`src/rtl/kv_response_builder.sv`:
```
// Packs a KV response descriptor plus optional value stream into one AXI-Stream packet.
// Beat 0 carries the 128-bit header; value words are shifted up by 128 bits across beats.
module kv_response_builder #(
  parameter int DATA_WIDTH = 512,
  parameter int META_WIDTH = 96
) (
  input  logic                    clk,
  input  logic                    rst,
  input  logic [META_WIDTH-1:0]   s_meta_data,
  input  logic                    s_meta_valid,
  output logic                    s_meta_ready,
  input  logic [DATA_WIDTH-1:0]   s_value_data,
  input  logic                    s_value_valid,
  output logic                    s_value_ready,
  input  logic                    s_value_last,
  output logic [DATA_WIDTH-1:0]   m_axis_tdata,
  output logic [DATA_WIDTH/8-1:0] m_axis_tkeep,
  output logic                    m_axis_tvalid,
  input  logic                    m_axis_tready,
  output logic                    m_axis_tlast,
  output logic                    err_len,
  output logic [31:0]             pkt_count
);

  localparam int KEEP_W = DATA_WIDTH / 8;

  typedef enum logic [1:0] {IDLE, FIRST, BODY, FLUSH} state_t;

  state_t        state_reg, state_next;
  logic [15:0]   words_left_reg, words_left_next;
  logic [127:0]  hdr_reg, hdr_next;
  logic [127:0]  carry_reg, carry_next;

  logic                  out_free, meta_fire, value_fire;
  logic                  load, last_next;
  logic [6:0]            keep_bytes;
  logic [DATA_WIDTH-1:0] data_raw, data_masked;
  logic [KEEP_W-1:0]     keep_next;
  logic [127:0]          meta_hdr;
  logic [15:0]           meta_vallen;
  logic [3:0]            take_words;
  logic [15:0]           rem_words;
  logic                  last_in, need_flush;

  assign out_free      = !m_axis_tvalid || m_axis_tready;
  assign s_meta_ready  = !rst && (state_reg == IDLE) && out_free;
  assign s_value_ready = !rst && ((state_reg == FIRST) || (state_reg == BODY)) && out_free;
  assign meta_fire     = s_meta_valid && s_meta_ready;
  assign value_fire    = s_value_valid && s_value_ready;

  assign meta_vallen = s_meta_data[79:64];
  assign meta_hdr    = {s_meta_data[63:0], s_meta_data[95:88] | 8'h80, s_meta_data[87:80],
                        s_meta_data[79:64], 16'h0000, 16'hFFFF};

  // A value beat carries at most 8 words; 6 fit behind the 16-byte header/carry slot.
  assign take_words = (words_left_reg >= 16'd8) ? 4'd8 : words_left_reg[3:0];
  assign rem_words  = words_left_reg - {12'd0, take_words};
  assign last_in    = (words_left_reg <= 16'd8);
  assign need_flush = last_in && (take_words >= 4'd7);

  always_comb begin
    state_next      = state_reg;
    words_left_next = words_left_reg;
    hdr_next        = hdr_reg;
    carry_next      = carry_reg;
    load            = 1'b0;
    last_next       = 1'b0;
    keep_bytes      = 7'd64;
    data_raw        = '0;
    case (state_reg)
      IDLE: begin
        if (meta_fire) begin
          hdr_next        = meta_hdr;
          words_left_next = meta_vallen;
          if (meta_vallen == 16'd0) begin
            load       = 1'b1;
            data_raw   = {384'b0, meta_hdr};
            keep_bytes = 7'd16;
            last_next  = 1'b1;
          end else begin
            state_next = FIRST;
          end
        end
      end
      FIRST, BODY: begin
        if (value_fire) begin
          load            = 1'b1;
          data_raw        = {s_value_data[383:0], (state_reg == FIRST) ? hdr_reg : carry_reg};
          carry_next      = s_value_data[511:384];
          words_left_next = rem_words;
          if (!last_in) begin
            state_next = BODY;
          end else if (need_flush) begin
            state_next = FLUSH;
          end else begin
            state_next = IDLE;
            last_next  = 1'b1;
            keep_bytes = 7'd16 + {take_words, 3'b000};
          end
        end
      end
      FLUSH: begin
        if (out_free) begin
          load       = 1'b1;
          data_raw   = {384'b0, carry_reg};
          last_next  = 1'b1;
          // Carry holds one leftover word when V mod 8 == 7, two when V mod 8 == 0.
          keep_bytes = (hdr_reg[34:32] == 3'd7) ? 7'd8 : 7'd16;
          state_next = IDLE;
        end
      end
      default: state_next = IDLE;
    endcase
  end

  generate
    for (genvar gi = 0; gi < KEEP_W; gi++) begin : g_keep
      assign keep_next[gi]          = (7'(gi) < keep_bytes);
      assign data_masked[gi*8 +: 8] = data_raw[gi*8 +: 8] & {8{keep_next[gi]}};
    end
  endgenerate

  always_ff @(posedge clk) begin
    if (rst) begin
      state_reg      <= IDLE;
      words_left_reg <= '0;
      hdr_reg        <= '0;
      carry_reg      <= '0;
      m_axis_tdata   <= '0;
      m_axis_tkeep   <= '0;
      m_axis_tvalid  <= 1'b0;
      m_axis_tlast   <= 1'b0;
      err_len        <= 1'b0;
      pkt_count      <= '0;
    end else begin
      state_reg      <= state_next;
      words_left_reg <= words_left_next;
      hdr_reg        <= hdr_next;
      carry_reg      <= carry_next;
      if (load) begin
        m_axis_tdata  <= data_masked;
        m_axis_tkeep  <= keep_next;
        m_axis_tvalid <= 1'b1;
        m_axis_tlast  <= last_next;
      end else if (m_axis_tready) begin
        m_axis_tvalid <= 1'b0;
      end
      if (value_fire && (s_value_last != last_in)) begin
        err_len <= 1'b1;
      end
      if (m_axis_tvalid && m_axis_tready && m_axis_tlast) begin
        pkt_count <= pkt_count + 32'd1;
      end
    end
  end

endmodule

```
`config.mk`:
```
export PLATFORM = sky130hd
export DESIGN_NAME = kv_response_builder
export DESIGN_NICKNAME = d
export VERILOG_FILES = /design/src/rtl/kv_response_builder.sv
export SDC_FILE = /design/constraint.sdc
export NUM_CORES = 1
export LEC_CHECK = 0
export ABC_AREA = 1
export BUFFER_PORTS_ARGS = -buffer_cell sky130_fd_sc_hd__buf_4
export CAP_MARGIN = 10
export CORE_AREA = 5 5 481 483
export DETAILED_ROUTE_END_ITERATION = 6
export DIE_AREA = 0 0 486 488
export GPL_TIMING_DRIVEN = 0
export PLACE_DENSITY = 0.31
export SLEW_MARGIN = 30
export SYNTH_ARGS = -nofsm -noshare
export SYNTH_HDL_FRONTEND = slang
export SYNTH_SLANG_ARGS = --single-unit
```
`constraint.sdc`:
```
create_clock -name clk -period 7.3 [get_ports clk]
set_input_delay 0.73 -clock clk [delete_from_list [all_inputs] [get_ports clk]]
set_output_delay 0.73 -clock clk [all_outputs]
set_load 0.02 [all_outputs]
```
==> metrics.txt, run 1 <==
flop-to-flop setup slack 3.26 ns; worst-path maximum fanout 10; Warnings, synthesis 0; maxcap violations 0; LEAKAGE 20.36 nW; Die ar. 237200 µm²; Slew Limit Fails 0; GP Congestion between 0.8 and 0.9; Clock Skew 0.03366 ns; register area share after synthesis ~48%; Synth Flop Type dfxtp_1; DRT Pass-1 Iters 5; Crit Path Category reg2reg; Std-Cell Rows 175; WL final 237.8 mm; Layout Cells excl Fill 9118; Cells after DPL a little under 9000; area grow syn2layout 51.06%; Top Ports 1227; share of layout cells above drive strength 1 a little over a quarter; CTS resizes 0; final setup margin 3.257 ns; root buffer cell clkbuf_16; Synth Area in XOR/XNOR 0.4236%; Remaining Overflow, GRT 0; overall routing resource usage 19.03%; Largest register FFs 512; simple-gate share of the synthesized area 26.71%; Via density 4.041; Die Y 488 µm; Gate Count Post-Synth 4652; Register Area 15960 µm²; Worst-Margin Slew 1.026 ns; IO Port Bufs approximately 1200; RSZ-0062 raised after global routing false; vias in the first global route 36267; setup TNS 0 ns; CTS sink cnt around 800; commonest cells after routing, fill and taps aside 1493 x nand2_1, 1292 x buf_4, 797 x dfxtp_1; Unique masters post-synth 41; 1st-iter DRT viols about 2000; hold_ws 0.1738 ns; post-CTS setup buffer count 0; initial antenna violation count 98; vias 36845; syn nets roughly 5300; Cell Area, Synth 33090 µm²; Setup Viol. Count Final 0; r2r worst-path depth 13; Post-DP HPWL slightly below 200 mm; Max Root-Sink Buffers 3; Cell Pwr Density 271.4 nW/µm²; Reg2Reg Launch Point state_reg[0]$_SDFFE_PP0P_; hold_buf cts 0; CTS buffer count 109; Antenna Nets Post-Route 0; compound-cell area share of the yosys netlist 15.40%; Setup WS pre-CTS 2.816 ns; CTS tree built; drt wl/cell 26.08 µm; DIE WIDTH 486 µm; Yosys reg bits 797; hold depth 3; pin count of the biggest net entering global routing 17; minimum clock period 4.043 ns; Peak Freq 247.3 MHz; crit end category flip-flop; Post-Synth Adder-Cell Area less than 1%; Multi-input gate area 14170 µm²; Syn Area/Cell 7.112 µm²; clk_lat worst skew 0.75 ns; status completed; Final period util a little under three fifths; Initial Utilization roughly 15%; r2r endpoint m_axis_tdata[302]$_SDFFE_PP0P_; nets 6614; Rel. slew slack a little over 30%; DRC viols 0; main combinational cell family by area after synthesis simple AND/OR/NAND/NOR gates; type of origin of the critical path flip-flop; Reg clk slew, reported paths 0.06 ns; CP required between 7 and 8 ns; Pwr Total 13.56 mW; Critical Path AT 4.72 ns; Hold/Removal Path Class in2reg; most common cell after layout, fill and taps aside nand2_1; final hold viol count 0; peak supply drop 0.0001819 V; Hold EP carry_reg[117]$_SDFFE_PP0P_; first-pass GRT wire length about 310 mm; Fillers roughly 26000; Async SR Flop Fraction 0%; mux share of post-synthesis cell area 0%; min-delay src s_value_data[501]; Post-synth EDFFs 0; Core Region 226400 µm²; H-tree levels 3
[power by group]
group          total [mW]  internal (mW)  leakage, nW  switching, mW
clock                5.66           3.34         1.81           2.32
sequential           4.85           4.64         6.45          0.205
combinational        3.05          0.967         12.1           2.08
[critical path: stages (launching register included)]
cell and delay (ns):
dfxtp_1 0.40, inv_1 0.08, ha_1 0.28, buf_4 0.15, inv_2 0.10, nor3_4 0.40, nand2_2 0.24, inv_4 0.24
nand2_1 0.33, clkbuf_2 0.47, clkbuf_1 0.41, nor2_1 0.51, nand3_1 0.16, a21oi_1 0.14
[worst max-delay path by stage]
stage,start,endpoint,slack (ns),cells after the start
floorplan,state_reg[0]$_SDFFE_PP0P_,m_axis_tkeep[55]$_SDFFE_PP0P_,4.82,16
finish,state_reg[0]$_SDFFE_PP0P_,m_axis_tdata[302]$_SDFFE_PP0P_,3.26,13
CTS,state_reg[0]$_SDFFE_PP0P_,m_axis_tdata[302]$_SDFFE_PP0P_,2.93,13
global placement,rst,carry_reg[96]$_SDFFE_PP0P_,2.59,9
detailed placement,m_axis_tready,m_axis_tdata[453]$_SDFFE_PP0P_,2.82,12
global route,state_reg[0]$_SDFFE_PP0P_,m_axis_tdata[302]$_SDFFE_PP0P_,3.03,13
[through the flow]
step	instance area (µm²)	util, %
floorplan	33090	-
global placement	46040	20.33
detailed placement	46200	20.41
CTS	49900	22.04
global route	49920	22.05
finish	49980	22.08
[final cells by class]
class                           count  share of cell area [%]
Antenna cell                       32                  0.1602
Buffer                            409                   3.993
Clock buffer                      169                   6.514
Clock inverter                     26                  0.8912
Inverter                          264                   1.988
Multi-Input combinational cell   3182                   28.35
Sequential cell                   797                   31.92
Tap cell                         3009                   7.533
Timing Repair Buffer             1230                   18.65
[cells in the mapped netlist (2+ instances only)]
cell         n  area, µm²
a21oi_1    614       3073
a221oi_1     2      17.52
a22oi_1     64      480.5
and3_1       2      12.51
buf_1       26      97.59
buf_2       71      355.3
buf_4       67      503.0
buf_6       13      146.4
clkbuf_1   232      870.8
dfxtp_1    797      15960
ha_1         7      87.58
inv_1      255      957.2
inv_2        7      26.28
nand2_1   1493       5604
nand2_2      7      43.79
nand3_1    367       1837
nand3b_1     2      15.01
nand4_1     11      68.82
nor2_1     270       1013
nor2_2       6      37.54
nor2_4       2      22.52
nor3_1      24      120.1
nor3b_1      2      15.01
o211ai_1     4      30.03
o21a_1       2      15.01
o21ai_0    255       1276
o21ai_1      3      15.01
o21ai_2      2      17.52
o221ai_1    16      140.1
or2_2        4      25.02
xnor2_1      3      26.28
xor2_1      13      113.9
[kinds of logic (layout without fill, tap and decap cells)]
group,after synthesis,after routing
compound gates,966,966
flops,797,797
xor+xnor,16,16
fa+ha+maj,7,7
buf+inv,673,2098
other cells,1,33
simple gates,2192,2192
[routing by layer]
metal,track usage [%],routed length (µm),part of all wire [%],up-vias
met5,0,562,0.24,-
met4,5.304,6226,2.6,88
met3,8.214,22840,9.6,319
met2,32.98,115500,49,1154
met1,21.24,92640,39,17523
li1,-,-,-,17761
Power figures use the tool's default switching activity.
==> run 2: changes to the inputs <==
- CORE_AREA: 5 5 481 483 -> 5 5 471 473
- DIE_AREA: 0 0 486 488 -> 0 0 476 478
- PLACE_DENSITY: 0.31 -> 0.32
- clock period: 7.3 -> 4.1 ns (I/O delays scaled with it)
==> metrics.txt, run 2 (synthesis gave the netlist of run 1 again) <==
Clk pwr share 39.5% (-2.3 points); Final period util 93.10% (+38 points); final hold viol count 0 (unchanged); Die Y 478 µm (-2.0%); Critical Path Start state_reg[0]$_SDFFE_PP0P_; min-delay src s_value_data[325]; CTS sink cnt 797 (unchanged); final setup margin 0.2830 ns (-2.974 ns); Slew Limit Fails 0 (unchanged); crit end category flip-flop; DIE WIDTH 476 µm (-2.1%); Initial Utilization 15.28% (+0.67 points); LEAKAGE 22.59 nW (+11%); critical-path cell list inv_1 -> ha_1 -> buf_4 -> inv_2 -> nor3_4 -> nand2_2 -> buf_2 -> nor2_1 -> nand2_1 -> nand3_1 -> buf_2 -> buf_2 -> nand3_1 -> a21oi_1; clk_lat worst skew 0.77 ns (+0.02 ns); Antenna Nets Post-Route 0 (unchanged); Worst-Margin Slew 0.9973 ns (-0.02849 ns); Sw Ratio 34.58% (+0.58 points); maxcap violations 0 (unchanged); critical path's slowest cell nor3_4; vias 39421 (+7.0%); combinational power share 24.6% (+2.1 points); Pwr Total 24.05 mW (+77%); initial antenna violation count 113 (+15%); Clock Skew 0.05795 ns (+0.02429 ns); CTS tree built; Reg2Reg Launch Point state_reg[0]$_SDFFE_PP0P_; Max Root-Sink Buffers 3 (unchanged); Peak Freq 262.0 MHz (+5.9%); IO Port Bufs 1224 (unchanged); worst-path maximum fanout 10 (unchanged); Std-Cell Rows 171 (-2.3%); status completed; Crit Path Category reg2reg; Seq pwr share 35.9% (+0.2 points); Core Region 216500 µm² (-4.4%); Power Internal 15.74 mW (+76%); met3 wire len 18.18 mm (-20%); root buffer cell clkbuf_16; met2 wire length 114.0 mm (-1.3%); type of origin of the critical path flip-flop; Reg clk slew, reported paths 0.07 ns (about the same); pin count of the biggest net entering global routing 17 (unchanged); Via density 4.132 (+2.2%); met1 wire length 95.81 mm (+3.4%); GP Congestion 0.9012 (+5.2%); Hold/Removal Path Class in2reg; most used cell, CP buf_2; Setup Viol. Count Final 0 (unchanged); DR top layer met5; Setup WS pre-CTS -0.1546 ns (-2.971 ns); Post-DP HPWL 193.0 mm (-1.7%); Die ar. 227500 µm² (-4.1%); peak supply drop 0.0003305 V (+82%); Largest register FFs 512 (unchanged); CTS buffer count 107 (-1.8%); Rel. slew slack 33.51% (+2.4 points); Cell Pwr Density 435.2 nW/µm² (+60%); nets 7177 (+8.5%); worst path bufs/invs 6 (unchanged); DRC viols 0 (unchanged); most common cell after layout, fill and taps aside nand2_1; drt wl/cell 24.70 µm (-5.3%); Remaining Overflow, GRT 0 (unchanged); Top Ports 1227 (unchanged); Switch Pwr 8.318 mW (+80%); vias in the first global route 39253 (+8.2%); 1st-iter DRT viols 2323 (+16%); overall routing resource usage 19.71% (+0.68 points); setup TNS 0 ns (unchanged); H-tree levels 3 (unchanged); Critical Path AT 4.47 ns (-0.25 ns); CP required 4.75 ns (-3.23 ns); first-pass GRT wire length 317.2 mm (+1.4%); DRT Pass-1 Iters 6 (+1); RSZ-0062 raised after global routing false; WL final 235.6 mm (-0.91%); commonest cells after routing, fill and taps aside 1493 x nand2_1, 1294 x buf_4, 797 x dfxtp_1; crit-path max cell delay 0.41 ns (-0.10 ns); minimum clock period 3.817 ns (-0.2262 ns); share of layout cells above drive strength 1 24.00% (-2.2 points); area grow syn2layout 67.06%; Top delay family on crit path simple AND/OR/NAND/NOR gates
run 2: worst paths after layout:
| path | endpoint | slack (ns) | depth (start not counted) |
|---|---|---|---|
| max | m_axis_tdata[204]$_SDFFE_PP0P_ | 0.28 | 14 |
| min | m_axis_tdata[453]$_SDFFE_PP0P_ | 0.07 | 3 |
| max reg2reg | m_axis_tdata[204]$_SDFFE_PP0P_ | 0.28 | 14 |
| min reg2reg | hdr_reg[51]$_SDFFE_PP0P_ | 0.45 | 2 |
run 2: cell type report:
class,instances,area (µm²)
antenna,49,122.6
inverter,264,993.5
fill,24321,161300
multi-input combinational,3182,14180
timing repair buffer,1796,14970
tap,2854,3571
clock buffer,166,3191
sequential,797,15960
clock inverter,25,286.5
buffer,408,2002
run 2: what timing repair did:
action                                  in CTS  in global routing
hold buffers                               566                  0
endpoints found under the setup margin     106                 41
buffers inserted                             2                  0
gates resized for setup                      2                 14
endpoints found under the hold margin      614                  0
pin swaps                                    2                  0
run 2: power by group through the flow:
stage / clock, mW / sequential [mW] / combinational, mW
after floorplan: 0 / 8.82 / 2.76
after global placement: 0 / 8.80 / 5.45
after detailed placement: 0 / 8.81 / 5.50
after CTS: 9.84 / 8.64 / 6.04
after global routing: 10.1 / 8.70 / 6.48
final: 9.50 / 8.64 / 5.92
run 2: worst min-delay path: stages:
cell     delay, ns
buf_4         0.13
nand2_1       0.13
a21oi_1       0.08
run 2: per-stage QoR:
| step | cell area [µm²] | std cells | utilization, % | hold WS, ns |
|---|---|---|---|---|
| after floorplan | 33090 | 4652 | - | 0.4245 |
| after global placement | 45850 | 8730 | 21.17 | 0.4361 |
| after detailed placement | 45950 | 8733 | 21.22 | 0.4420 |
| after CTS | 55120 | 9492 | 25.46 | 0.002307 |
| after global routing | 55210 | 9517 | 25.50 | 0.02878 |
| final | 55270 | 9541 | 25.53 | 0.06817 |
run 2: metal layers:
metal	vias to the layer above	GRT usage, %
met1	18881	23.05
li1	18937	-
met4	70	5.808
met3	331	6.181
met5	-	0
met2	1202	34.37
==> run 3: changes to the inputs <==
- CORE_AREA: 5 5 471 473 -> 5 5 468 470
- DIE_AREA: 0 0 476 478 -> 0 0 473 475
- PLACE_DENSITY: 0.32 -> 0.33
- clock period: 4.1 -> 3.5 ns (I/O delays scaled with it)
==> metrics.txt, run 3 (synthesis gave the netlist of run 1 again) <==
Core Region 214000 µm² (-1.2%); critical path's slowest cell dfxtp_1; GP Congestion 0.8662 (-3.9%); LEAKAGE 23.17 nW (+2.5%); final hold viol count 0 (unchanged); minimum clock period 3.358 ns (-0.4594 ns); min-delay src s_value_data[178]; Critical Path AT 4.03 ns (-0.44 ns); vias in the first global route 38774 (-1.2%); Post-DP HPWL 190.2 mm (-1.4%); drt wl/cell 24.35 µm (-1.4%); Std-Cell Rows 170 (-0.58%); setup TNS 0 ns (unchanged); IO Port Bufs 1224 (unchanged); Remaining Overflow, GRT 0 (unchanged); Hold/Removal Path Class in2reg; Top delay family on crit path buffers and inverters; Hold EP m_axis_tdata[306]$_SDFFE_PP0P_; Clock Skew 0.06456 ns (+0.006613 ns); critical-path cell list inv_1 -> ha_1 -> buf_4 -> inv_2 -> nor3_4 -> buf_12 -> nand2_4 -> buf_2 -> nor2_1 -> nand2_1 -> nand3_1 -> buf_4 -> buf_2 -> nand3_1 -> a21oi_1; root buffer cell clkbuf_16; CP required 4.17 ns (-0.58 ns); r2r worst-path depth 15 (+1); clk_lat worst skew 0.76 ns (about the same); Reg2Reg Launch Point state_reg[0]$_SDFFE_PP0P_; Largest register FFs 512 (unchanged); RSZ-0062 raised after global routing true; Layout Cells excl Fill 9581 (+0.42%); Cell Pwr Density 517.4 nW/µm² (+19%); Crit Path Category reg2reg; WL final 233.3 mm (-0.98%); Top Ports 1227 (unchanged); vias 39307 (-0.29%); Cells after DPL 8718 (-0.17%); share of layout cells above drive strength 1 25.10% (+1.1 points); Worst-Margin Slew 0.9970 ns (-0.0003525 ns); pin count of the biggest net entering global routing 17 (unchanged); hold_ws 0.07674 ns (+0.008567 ns); Antenna Nets Post-Route 0 (unchanged); crit-path max cell delay 0.39 ns (-0.02 ns); Die ar. 224700 µm² (-1.3%); crit end category flip-flop; overall routing resource usage 19.66% (-0.058 points); maxcap violations 0 (unchanged); DRT Pass-1 Iters 5 (-1); Slew Limit Fails 0 (unchanged); Reg clk slew, reported paths 0.06 ns (about the same); Final period util 95.93% (+2.8 points); area grow syn2layout 69.85%; worst path bufs/invs 7 (+1); r2r endpoint m_axis_tdata[204]$_SDFFE_PP0P_; flop-to-flop setup slack 0.14 ns (-0.14 ns); 1st-iter DRT viols 2051 (-12%); Worst path depth 15 (+1); most common cell after layout, fill and taps aside nand2_1; initial antenna violation count 121 (+7.1%); Pwr Total 29.07 mW (+21%); DRC viols 0 (unchanged); worst-path maximum fanout 10 (unchanged); CTS sink cnt 797 (unchanged); Setup Viol. Count Final 0 (unchanged); H-tree levels 3 (unchanged); type of origin of the critical path flip-flop; Via density 4.103 (-0.71%); Placed Area 45940 µm² (about the same); peak supply drop 0.0003901 V (+18%); Max Root-Sink Buffers 3 (unchanged); Die Y 475 µm (-0.63%); DIE WIDTH 473 µm (-0.63%); Initial Utilization 15.46% (+0.18 points); first-pass GRT wire length 312.1 mm (-1.6%); final non-filler cell area 56200 µm² (+1.7%); CTS tree built; CTS buffer count 106 (-0.93%); commonest cells after routing, fill and taps aside 1487 x nand2_1, 1307 x buf_4, 797 x dfxtp_1; nets 7220 (+0.60%); Peak Freq 297.8 MHz (+14%); Rel. slew slack 33.53% (about the same); status completed; hold depth 5 (+2)
## run 3: final cells by class
type	count	area, µm²
Buffer	408	2127
Clock buffer	149	3114
Tap cell	2838	3551
Timing Repair Buffer	1840	15420
Antenna cell	54	135.1
Sequential cell	797	15960
Inverter	264	996.0
Clock inverter	49	645.6
Fill cell	24072	157800
Multi-Input combinational cell	3182	14250
## run 3: how the worst max path moves through the flow
stage                                    startpoint                             end  slack [ns]
after detailed placement  state_reg[0]$_SDFFE_PP0P_  m_axis_tdata[439]$_SDFFE_PP0P_       -0.93
after CTS                 state_reg[0]$_SDFFE_PP0P_  m_axis_tdata[127]$_SDFFE_PP0P_       -0.02
after global placement    state_reg[0]$_SDFFE_PP0P_     carry_reg[116]$_SDFFE_PP0P_       -1.12
after floorplan           state_reg[0]$_SDFFE_PP0P_   m_axis_tkeep[55]$_SDFFE_PP0P_        1.02
after global routing      state_reg[0]$_SDFFE_PP0P_  m_axis_tdata[439]$_SDFFE_PP0P_       -0.07
final                     state_reg[0]$_SDFFE_PP0P_  m_axis_tdata[204]$_SDFFE_PP0P_        0.14
## run 3: repair_timing
item | in CTS | in global routing
resized for setup | 50 | 69
buffers inserted | 9 | 0
pin swaps | 4 | 2
endpoints found under the hold margin | 690 | 0
hold buffers | 603 | 0
setup endpoints to repair | 605 | 267
## run 3: worst min-delay path, stage by stage
cell	delay [ns]
buf_4	0.11
inv_1	0.10
nor2_1	0.06
nand3_1	0.08
a21oi_1	0.05
## run 3: stage by stage
step / utilization, % / setup WS, ns
final: 26.26 / 0.1423
after global routing: 26.23 / -0.06948
after CTS: 26.15 / -0.01736
after detailed placement: 21.47 / -0.9284
after global placement: 21.42 / -1.120
after floorplan: - / 1.020
## run 3: routing by layer
metal / GRT usage (%) / part of all wire (%)
met5: 0 / 0.16
met4: 5.794 / 3.1
met3: 6.435 / 7.9
met2: 34.22 / 48
met1: 22.95 / 41
## run 3: report_power, final
group,switching (mW),internal [mW]
clock network,4.86,7.03
registers,0.426,9.68
logic,4.55,2.52
total,9.84,19.2
